**src/rtl/if_prefetch_queue.sv**
```systemverilog
// Instruction prefetch queue: credit-limited fetch requests, in-order
// responses paired with their PCs, and redirect flush with response discard.
module if_prefetch_queue #(
  parameter int unsigned       ADDR_W   = 32,
  parameter int unsigned       INSN_W   = 32,
  parameter int unsigned       DEPTH    = 4,
  parameter logic [ADDR_W-1:0] RESET_PC = '0,
  parameter int unsigned       PC_STEP  = 4
) (
  input  logic              clk,
  input  logic              reset,
  input  logic              cpu_en,
  input  logic              br_taken,
  input  logic [ADDR_W-1:0] br_addr,
  output logic              imem_req,
  output logic [ADDR_W-1:0] imem_addr,
  input  logic              imem_gnt,
  input  logic              imem_rvalid,
  input  logic [INSN_W-1:0] imem_rdata,
  output logic              if_en,
  output logic [ADDR_W-1:0] if_pc,
  output logic [INSN_W-1:0] if_insn,
  input  logic              id_ready
);

  localparam int unsigned PW = $clog2(DEPTH);
  localparam int unsigned CW = PW + 1;
  localparam logic [CW:0] DEPTH_W = (CW+1)'(DEPTH);
  localparam logic [ADDR_W-1:0] STEP_W = ADDR_W'(PC_STEP);

  typedef struct packed {
    logic [ADDR_W-1:0] pc;
    logic [INSN_W-1:0] insn;
  } entry_t;

  logic [ADDR_W-1:0] fetch_pc;
  logic [CW-1:0]     count;
  logic [CW-1:0]     outstanding;
  logic [CW-1:0]     discard;

  entry_t            q_mem [DEPTH];
  logic [PW-1:0]     q_head;
  logic [PW-1:0]     q_tail;
  logic [ADDR_W-1:0] pcf_mem [DEPTH];
  logic [PW-1:0]     pcf_rd;
  logic [PW-1:0]     pcf_wr;

  logic [CW:0] used;
  logic        grant;
  logic        rsp;
  logic        drop;
  logic        push;
  logic        pop;

  assign used = {1'b0, count} + {1'b0, outstanding};

  assign imem_req  = !reset && cpu_en && !br_taken && (used < DEPTH_W);
  assign imem_addr = fetch_pc;

  // Responses with nothing outstanding belong to a pre-reset request.
  assign grant = imem_req && imem_gnt;
  assign rsp   = imem_rvalid && (outstanding != '0);
  assign drop  = rsp && (discard != '0);
  assign push  = rsp && !drop && !br_taken;
  assign pop   = if_en && id_ready && !br_taken;

  assign if_en   = (count != '0);
  assign if_pc   = if_en ? q_mem[q_head].pc : '0;
  assign if_insn = if_en ? q_mem[q_head].insn : '0;

  always_ff @(posedge clk) begin
    if (reset) begin
      fetch_pc    <= RESET_PC;
      count       <= '0;
      outstanding <= '0;
      discard     <= '0;
      q_head      <= '0;
      q_tail      <= '0;
      pcf_rd      <= '0;
      pcf_wr      <= '0;
    end else if (br_taken) begin
      fetch_pc    <= br_addr;
      count       <= '0;
      outstanding <= outstanding - CW'(rsp);
      discard     <= outstanding - CW'(rsp);
      q_head      <= '0;
      q_tail      <= '0;
      pcf_rd      <= '0;
      pcf_wr      <= '0;
    end else begin
      if (grant) begin
        fetch_pc <= fetch_pc + STEP_W;
        pcf_wr   <= pcf_wr + 1'b1;
      end
      outstanding <= outstanding + CW'(grant) - CW'(rsp);
      count       <= count + CW'(push) - CW'(pop);
      if (drop)
        discard <= discard - 1'b1;
      if (push) begin
        q_tail <= q_tail + 1'b1;
        pcf_rd <= pcf_rd + 1'b1;
      end
      if (pop)
        q_head <= q_head + 1'b1;
    end
  end

  always_ff @(posedge clk) begin
    if (push)
      q_mem[q_tail] <= '{pc: pcf_mem[pcf_rd], insn: imem_rdata};
    if (grant)
      pcf_mem[pcf_wr] <= fetch_pc;
  end

endmodule
```
**config.mk**
```make
export PLATFORM = sky130hd
export DESIGN_NAME = if_prefetch_queue
export DESIGN_NICKNAME = d
export VERILOG_FILES = /design/src/rtl/if_prefetch_queue.sv
export SDC_FILE = /design/constraint.sdc
export NUM_CORES = 1
export LEC_CHECK = 0
export BUFFER_PORTS_ARGS = -buffer_cell sky130_fd_sc_hd__buf_2
export CELL_PAD_IN_SITES_DETAIL_PLACEMENT = 1
export CELL_PAD_IN_SITES_GLOBAL_PLACEMENT = 1
export CORE_MARGIN = 2
export CORE_UTILIZATION = 25
export CTS_BUF_LIST = sky130_fd_sc_hd__clkbuf_4
export CTS_CLUSTER_DIAMETER = 60
export DETAILED_ROUTE_END_ITERATION = 10
export GPL_ROUTABILITY_DRIVEN = 0
export PLACE_DENSITY_LB_ADDON = 0.15
export SKIP_CTS_REPAIR_TIMING = 1
export SYNTH_ARGS = -nofsm -noshare
export SYNTH_HDL_FRONTEND = slang
export SYNTH_SLANG_ARGS = --single-unit
```
**constraint.sdc**
```tcl
create_clock -name clk -period 8.8 [get_ports clk]
set_input_delay 1.76 -clock clk [delete_from_list [all_inputs] [get_ports clk]]
set_output_delay 1.76 -clock clk [all_outputs]
set_load 0.03 [all_outputs]
```
; Word-level counts from Yosys, hierarchy flattened
; Memory sizes are Yosys's and may differ from the RTL's. A register that Yosys moved wholly into a read port is not among the register bits.
; Cells that the tools add are included.
; W data, S select, Z words.
[word_totals]
regBits = 49
mem_bits_rw = 384
word_cells = 57
mem_count = 2
[op_classes]
n_addsub = 12
magnitude_cmp = 1
n_mux = 15
reduce_logical = 19
[memory_table]
columns = memory, words, word_bits, rd, rd_ports_with_merged_regs, wr, line
row1 = q_mem, 4, 64, 1, 1, 1, 41  ; entry_t q_mem [DEPTH];
row2 = pcf_mem, 4, 32, 1, 1, 1, 44  ; logic [ADDR_W-1:0] pcf_mem [DEPTH];
[ops]
columns = op, count
row1 = $mux W32, 4
row2 = $add A32 B3 Y32 const B, 1
row3 = $logic_and A1 B1 Y1, 10
row4 = $mux W3, 3
row5 = $reduce_bool A3 Y1, 3
row6 = $sub A3 B1 Y3, 3
row7 = $add A2 B1 Y2 const B, 4
row8 = $mux W2, 4
row9 = $add A3 B1 Y3, 2
row10 = $add A3 B3 Y4, 1
row11 = $lt A4 B3 Y1 const B, 1
row12 = $mux W1, 4
row13 = $reduce_bool A2 Y1, 2
row14 = $logic_not A1 Y1, 3
row15 = $sub A3 B1 Y3 const B, 1
row16 = $reduce_or A2 Y1, 1

; Depth between registers and ports, before layout
; Gate-level depths: netlist of the first run.
[logic_depth]
ltp_word = 8
mapped_depth = 15

; Least setup slack after synthesis of the first run
; No wires, ideal clock.
[synth_timing]
path_type = in2reg
from = in br_taken
to = mem q_mem[0][0] (netlist name), enable pin
setup_ns = 0.429
arrival_ns = 3.952
required_time_ns = 8.371
path_slack_ns = 4.419
cell_stages = 3
n_path_buf = 1
cell_sequence = clkbuf_1 > nor3_1 > and2_1
[synth_between]
elab_chain_len = 4
[synth_lines]
columns = element, line
row1 = start: declaration, 13  ; input logic br_taken,
row2 = $logic_not A1 Y1, 64  ; assign push = rsp && !drop && !br_taken;
row3 = $logic_and A1 B1 Y1, 64
row4 = $mux W1, 109  ; if (push)
row5 = $mux W1 (implied by the code), 110  ; q_mem[q_tail] <= '{pc: pcf_mem[pcf_rd], insn: imem_rdata};
row6 = end: declaration, 41
; No other way between the ends.

==> impl_metrics.py, run 1 <==
metrics = {
    "detailed_routing": {
        "via_count": 9526,
        "wl_per_cell_um": 20.9,
        "postRouteWirelength_mm": 45.6,
        "dr.pass1.iters": 4,
        "via_per_inst": 4.38,
        "drcViolationCount": 0,
        "final_antenna_net_count": 0,
        "drt_iter0_markers": 499,
    },
    "power": {
        "combPwrFrac": 0.087,
        "leakage_nw": 7.15,
        "power.switching_mw": 1.16,
        "clkPwrFrac": 0.400,
        "p_int_mw": 3.49,
        "peakVddDrop_uv": 94.5,
        "swShare": 0.249,
        "power_density_mw_per_mm2": 224,
        "seqPwrFrac": 0.513,
        "finalPower_mw": 4.65,
    },
    "synth": {
        "ys.flop_type": "edfxtp_1",
        "synth_seq_area_share": 0.730,
        "syn_inst": 936,
        "synth.top_cell.area_share": 0.669,
        "async_flop_share": 0,
        "netlist_area_sq_mm": 0.0172,
        "ys_types": 58,
        "syn-num-nets": 1028,
        "synth-edff-count": 384,
        "yosysTopAreaCell": "edfxtp_1",
        "synthTopCellsByArea": "edfxtp_1, mux4_2, dfxtp_1",
        "syn_avg_cell_area_sq_um": 18.4,
        "yosysWarnings": 0,
        "synth_seq_cells": 437,
    },
    "die": {
        "ios": 169,
        "core-area_sq_mm": 0.0685,
        "initial_core_util": 0.252,
        "row_count": 96,
        "fp.dieH_um": 267,
        "fp.dieW_um": 267,
        "dieArea_sq_mm": 0.0711,
    },
    "place": {
        "dp_hpwl_mm": 27.3,
        "portBuffers": 168,
        "dpl.cell_count": 1956,
        "place_ws_ns": 3.58,
        "place_area_sq_mm": 0.0191,
    },
    "sta": {
        "hold_viol": 0,
        "worst_slack_ns": 3.58,
        "maxSlewHeadroom": 0.378,
        "max_slew.worst_pin.slew_ns": 0.933,
        "fmax_mhz": 192,
        "drv_slew": 0,
        "fin_tns_setup_ns": 0,
        "setup_viol": 0,
        "min_period_ns": 5.22,
        "rsz0062_at_grt": "no",
        "timing.hold.ws_ns": 0.502,
        "fin_crit_sh": 0.593,
        "final.setup_skew_ns": 0.0346,
    },
    "layout": {
        "regArea_sq_mm": 0.0126,
        "nets": 1288,
        "n_fill_cell": 7207,
        "final_area_sq_mm": 0.0207,
        "area_growth_pct": 20.2,
        "utilization": 0.303,
        "drive_above_1_share": 0.381,
        "instances_no_fill": 2177,
        "multiInputGateArea_sq_mm": 0.00436,
    },
    "clock_network": {
        "clockBufferDepth": 3,
        "cts_sinks": 437,
        "cts.clk_slew.worst_paths_ns": 0.06,
        "cts_buffers": 120,
        "insertion_delay_ns": 0.85,
        "h-tree-depth": 3,
        "cts-root-buf": "clkbuf_4",
        "cts_tree": "done",
    },
    "setup_path": {
        "crit_end": "if_pc[11]",
        "slowest_stage": "buf_4",
        "worstPathCellList": "buf_4 > mux4_2 > and2_1 > buf_2",
        "worstPathMaxFanout": 41,
        "timing.rr.start": "outstanding[2]",
        "cp_data_required_time_ns": 7.04,
        "regToRegEndpoint": "outstanding[2]",
        "worstRegToRegCells": 13,
        "worst_path_largest_cell_delay_ns": 0.84,
        "end_kind": "output port",
        "worstSetupStartpointType": "flip-flop",
        "crit_arrival_ns": 3.46,
        "path_class": "flip-flop to output port",
        "rrSetupSlack_ns": 5.10,
    },
    "global_route": {
        "grt.total_usage": 0.131,
        "grt_pass1_wl_mm": 68.7,
        "grt_pass1_vias": 10816,
        "antenna_found_initial": 2,
        "grt_max_degree": 64,
        "grt-ovfl-total": 0,
    },
    "flow_run": {
        "maxCapViolCount": 0,
    },
    "hold_path": {
        "worstHoldPathType": "flip-flop to flip-flop",
    },
    "run_status": {
        "status": "complete, no violations",
    },
}
-- power groups by stage --
| stage | Combinational (mW) | Sequential (mW) | Clock (mW) |
|---|---|---|---|
| floorplan | 0.255 | 2.43 | 0 |
| global placement | 0.416 | 2.43 | 0 |
| detailed placement | 0.419 | 2.43 | 0 |
| CTS | 0.421 | 2.39 | 1.96 |
| global route | 0.452 | 2.39 | 2.06 |
| finish | 0.404 | 2.39 | 1.86 |
-- worst max-delay path: cells and delay by family, from the launching register on --
family,cells,cell delay (ns)
AND/OR/NAND/NOR,1,0.18
multiplexers,1,0.64
flip-flops,1,0.76
buffers and inverters,2,1.01
-- registers in the layout, summed over array words and instances (netlist names), 3 cells and up, named ones only --
signal	count
q_mem	256
pcf_mem	128
imem_addr	32
count	3
discard	3
outstanding	3
-- layout make-up --
type	count	area share
antenna	3	0.000362
timing repair buffer	186	0.0471
inverter	29	0.00525
multi-input combinational	422	0.210
sequential	437	0.608
clock buffer	184	0.0666
tap	882	0.0532
clock inverter	34	0.00966
-- layer usage --
metal	GRT usage	wire length [um]
met4	0.0478	1160
met1	0.166	20300
met2	0.216	21900
met5	0	0
met3	0.0340	2140
-- Yosys cell counts, types with 2 or more instances --
library cell / n
a21oi_1: 27
a221oi_1: 2
a22oi_1: 4
a31oi_1: 13
a32oi_1: 3
and2_1: 78
and3_1: 4
buf_1: 3
buf_2: 14
clkbuf_1: 30
dfxtp_1: 53
edfxtp_1: 384
fa_1: 2
ha_1: 19
inv_1: 28
mux2i_1: 4
mux4_2: 96
nand2_1: 21
nand2b_1: 7
nand3_1: 11
nand3b_1: 2
nand4_1: 13
nand4b_1: 3
nor2_1: 30
nor2b_1: 2
nor3_1: 7
nor4b_1: 2
o21a_1: 8
o21ai_0: 12
o21ai_1: 2
o31ai_1: 2
or3_1: 3
or4_1: 2
xnor2_1: 15
xor2_1: 7
-- worst min-delay path by stage --
stage / start / to / depth (start not counted)
4_1_cts: pcf_wr[1] / pcf_wr[1] / 2
6_report: pcf_wr[1] / pcf_wr[1] / 2
2_1_floorplan: pcf_wr[1] / pcf_wr[1] / 2
5_1_grt: imem_addr[24] / pcf_mem[0][24] / 0
3_3_place_gp: pcf_wr[1] / pcf_wr[1] / 2
3_5_place_dp: pcf_wr[1] / pcf_wr[1] / 2
-- placed cells by master, fill, tap and decap left out, types with 8 or more instances in the layout --
| cell | instances |
|---|---|
| a21oi_1 | 27 |
| a31oi_1 | 13 |
| and2_1 | 74 |
| buf_2 | 168 |
| buf_4 | 18 |
| clkbuf_4 | 184 |
| clkinv_1 | 23 |
| dfxtp_1 | 50 |
| edfxtp_1 | 384 |
| ha_1 | 19 |
| inv_1 | 28 |
| mux4_2 | 96 |
| nand2_1 | 21 |
| nand3_1 | 11 |
| nand4_1 | 13 |
| nor2_1 | 30 |
| o21a_1 | 8 |
| o21ai_0 | 12 |
| xnor2_1 | 15 |
-- cell families (layout without fill, tap and decap cells) --
family | Yosys count | in the layout | synth area share
flops | 437 | 437 | 0.730
simple gates | 195 | 195 | 0.0662
mux | 102 | 102 | 0.129
compound gates | 82 | 82 | 0.0295
buf+inv | 77 | 433 | 0.0180
xor+xnor | 22 | 22 | 0.0112
fa+ha+maj | 21 | 21 | 0.0161
other cells | 0 | 3 | 0
(Power assumes the default switching activity.)
==> run 2: changes to the inputs <==
--- a/config.mk
+++ b/config.mk
@@ -5,6 +5,7 @@
 export SDC_FILE = /design/constraint.sdc
 export NUM_CORES = 1
 export LEC_CHECK = 0
+export ABC_AREA = 1
 export BUFFER_PORTS_ARGS = -buffer_cell sky130_fd_sc_hd__buf_2
 export CELL_PAD_IN_SITES_DETAIL_PLACEMENT = 1
 export CELL_PAD_IN_SITES_GLOBAL_PLACEMENT = 1
==> constraint.sdc (replaced) <==
create_clock -name clk -period 5.25 [get_ports clk]
set_input_delay 1.05 -clock clk [delete_from_list [all_inputs] [get_ports clk]]
set_output_delay 1.05 -clock clk [all_outputs]
set_load 0.03 [all_outputs]
==> impl_metrics.py, run 2 <==
metrics = {
    "detailed_routing": {
        "via_count": 12636,
        "wl_per_cell_um": 18.4,
        "via_per_inst": 4.38,
        "dr.pass1.iters": 4,
        "postRouteWirelength_mm": 53.1,
        "drt_iter0_markers": 559,
        "drcViolationCount": 0,
        "final_antenna_net_count": 0,
    },
    "setup_path": {
        "crit_arrival_ns": 3.54,
        "worstPathMaxFanout": 65,
        "timing.rr.start": "outstanding[2]",
        "cp_data_required_time_ns": 4.20,
        "crit_end": "if_pc[23]",
        "worstRegToRegCells": 13,
        "cp_top_family": "buffers and inverters",
        "worst_path_largest_cell_delay_ns": 0.73,
        "slowest_stage": "buf_4",
        "regToRegEndpoint": "outstanding[2]",
        "end_kind": "output port",
        "cp.depth": 7,
        "worstSetupStartpointType": "flip-flop",
        "path_buf_inv": 3,
        "path_class": "flip-flop to output port",
        "rrSetupSlack_ns": 2.29,
        "worstPathCellList": "buf_4 > buf_4 > nor2_1 > nor2_1 > o21ai_0 > a21oi_1 > buf_2",
    },
    "clock_network": {
        "cts_tree": "done",
        "cts_sinks": 437,
        "h-tree-depth": 4,
        "cts_buffers": 131,
        "clockBufferDepth": 3,
        "insertion_delay_ns": 0.96,
        "cts.clk_slew.worst_paths_ns": 0.06,
        "cts-root-buf": "clkbuf_4",
    },
    "die": {
        "fp.dieH_um": 272,
        "core-area_sq_mm": 0.0712,
        "ios": 169,
        "dieArea_sq_mm": 0.0739,
        "initial_core_util": 0.252,
        "fp.dieW_um": 272,
        "row_count": 98,
    },
    "place": {
        "dp_hpwl_mm": 32.2,
        "portBuffers": 168,
        "place_area_sq_mm": 0.0200,
    },
    "power": {
        "peakVddDrop_uv": 144,
        "power_density_mw_per_mm2": 358,
        "swShare": 0.258,
        "combPwrFrac": 0.073,
        "power.switching_mw": 2.00,
        "clkPwrFrac": 0.414,
        "leakage_nw": 7.90,
        "seqPwrFrac": 0.513,
        "p_int_mw": 5.75,
    },
    "layout": {
        "final_common_cell": "edfxtp_1",
        "largest_reg_flops": 256,
        "area_growth_pct": 20.5,
        "layout_common_cells": "edfxtp_1, nor2_1, o21ai_0",
        "utilization": 0.303,
        "nets": 1926,
        "n_fill_cell": 8040,
        "top_register": "q_mem",
        "drive_above_1_share": 0.227,
        "final_area_sq_mm": 0.0216,
    },
    "synth": {
        "synth_seq_area_share": 0.702,
        "yosysWarnings": 0,
        "netlist_area_sq_mm": 0.0179,
        "syn-num-nets": 1682,
        "async_flop_share": 0,
        "ys_top_cells_by_count": "nor2_1, edfxtp_1, o21ai_0, nand2_1, a21oi_1",
        "synth.most_common_cell": "nor2_1",
        "yosysTopAreaCell": "edfxtp_1",
        "ys_types": 40,
        "synth.top_cell.area_share": 0.643,
        "syn_avg_cell_area_sq_um": 11.3,
        "synthTopCellsByArea": "edfxtp_1, nor2_1, o21ai_0",
        "synth_seq_cells": 437,
        "ys.flop_type": "edfxtp_1",
        "syn_inst": 1590,
        "synth-edff-count": 384,
    },
    "global_route": {
        "grt-ovfl-total": 0,
        "grt.total_usage": 0.145,
        "grt_pass1_wl_mm": 81.1,
        "grt_pass1_vias": 13647,
        "grt_max_degree": 72,
        "antenna_found_initial": 2,
    },
    "sta": {
        "rsz0062_at_grt": "no",
        "max_slew.worst_pin.slew_ns": 1.02,
        "setup_viol": 0,
        "min_period_ns": 4.59,
        "final.setup_skew_ns": 0.0672,
        "drv_slew": 0,
        "fmax_mhz": 218,
        "maxSlewHeadroom": 0.317,
        "fin_crit_sh": 0.875,
        "hold_viol": 0,
        "fin_tns_setup_ns": 0,
    },
    "flow_run": {
        "maxCapViolCount": 0,
    },
    "hold_path": {
        "worstHoldPathType": "primary input to flip-flop",
    },
    "run_status": {
        "status": "complete, no violations",
    },
}
## run 2: worst min-delay path by stage
| stage | from | to | slack, ns | cells after the start |
|---|---|---|---|---|
| 2_1_floorplan | q_head[1] | flip-flop | 0.44 | 2 |
| 3_3_place_gp | q_head[1] | flip-flop | 0.45 | 2 |
| 3_5_place_dp | q_head[1] | flip-flop | 0.46 | 2 |
| 4_1_cts | br_addr[18] | imem_addr[18] | 0.16 | 3 |
| 5_1_grt | imem_rdata[0] | q_mem[1][0] | 0.19 | 1 |
| 6_report | br_addr[18] | imem_addr[18] | 0.30 | 3 |
## run 2: power by group through the flow
| stage | logic, mW | clock network, mW | registers (mW) |
|---|---|---|---|
| after detailed placement | 0.582 | 0 | 4.05 |
| after floorplan | 0.339 | 0 | 4.05 |
| final | 0.567 | 3.21 | 3.97 |
| after CTS | 0.584 | 3.37 | 3.98 |
| after global routing | 0.641 | 3.56 | 3.99 |
| after global placement | 0.573 | 0 | 4.05 |
## run 2: area by class of cell
class / count / area [sq um] / share of cell area
sequential: 437 / 12600 / 0.583
multi-input combinational: 989 / 4710 / 0.218
clock buffer: 186 / 1400 / 0.0646
tap: 950 / 1190 / 0.0550
timing repair buffer: 191 / 1150 / 0.0532
inverter: 84 / 325 / 0.0150
clock inverter: 41 / 235 / 0.0109
antenna: 5 / 12.5 / 0.000579
## run 2: worst reg2reg max path, stage by stage (launching register included)
cell	delay (ns)
dfxtp_1	0.43
ha_1	0.27
nor2_1	0.10
nand2_1	0.08
inv_1	0.10
nand3_4	0.26
ha_1	0.40
inv_1	0.04
ha_1	0.18
fa_1	0.37
xor2_1	0.18
or2_2	0.28
nand3_1	0.07
a21oi_1	0.08
## run 2: metal layers
metal  wire, um  track usage  up-vias
met2      25200        0.240      253
met5          0            0        -
met3       2140       0.0393       76
met4        981       0.0497        0
li1           -            -     6124
met1      24800        0.183     6183
## run 2: kinds of logic after synthesis
group	share of synthesized area
buf+inv	0.0377
flops	0.702
simple gates	0.132
compound gates	0.108
xor+xnor	0.00391
fa+ha+maj	0.0155
## run 2: stage by stage
stage / cells / total power [mW] / worst slack, ns / hold WS [ns]
floorplan: 1590 / 4.38 / 0.565 / 0.436
global placement: 2651 / 4.62 / 1.49 / 0.447
detailed placement: 2651 / 4.63 / 1.47 / 0.460
CTS: 2878 / 7.93 / 0.382 / 0.158
global route: 2880 / 8.19 / 0.322 / 0.192
finish: 2883 / 7.75 / 0.658 / 0.296
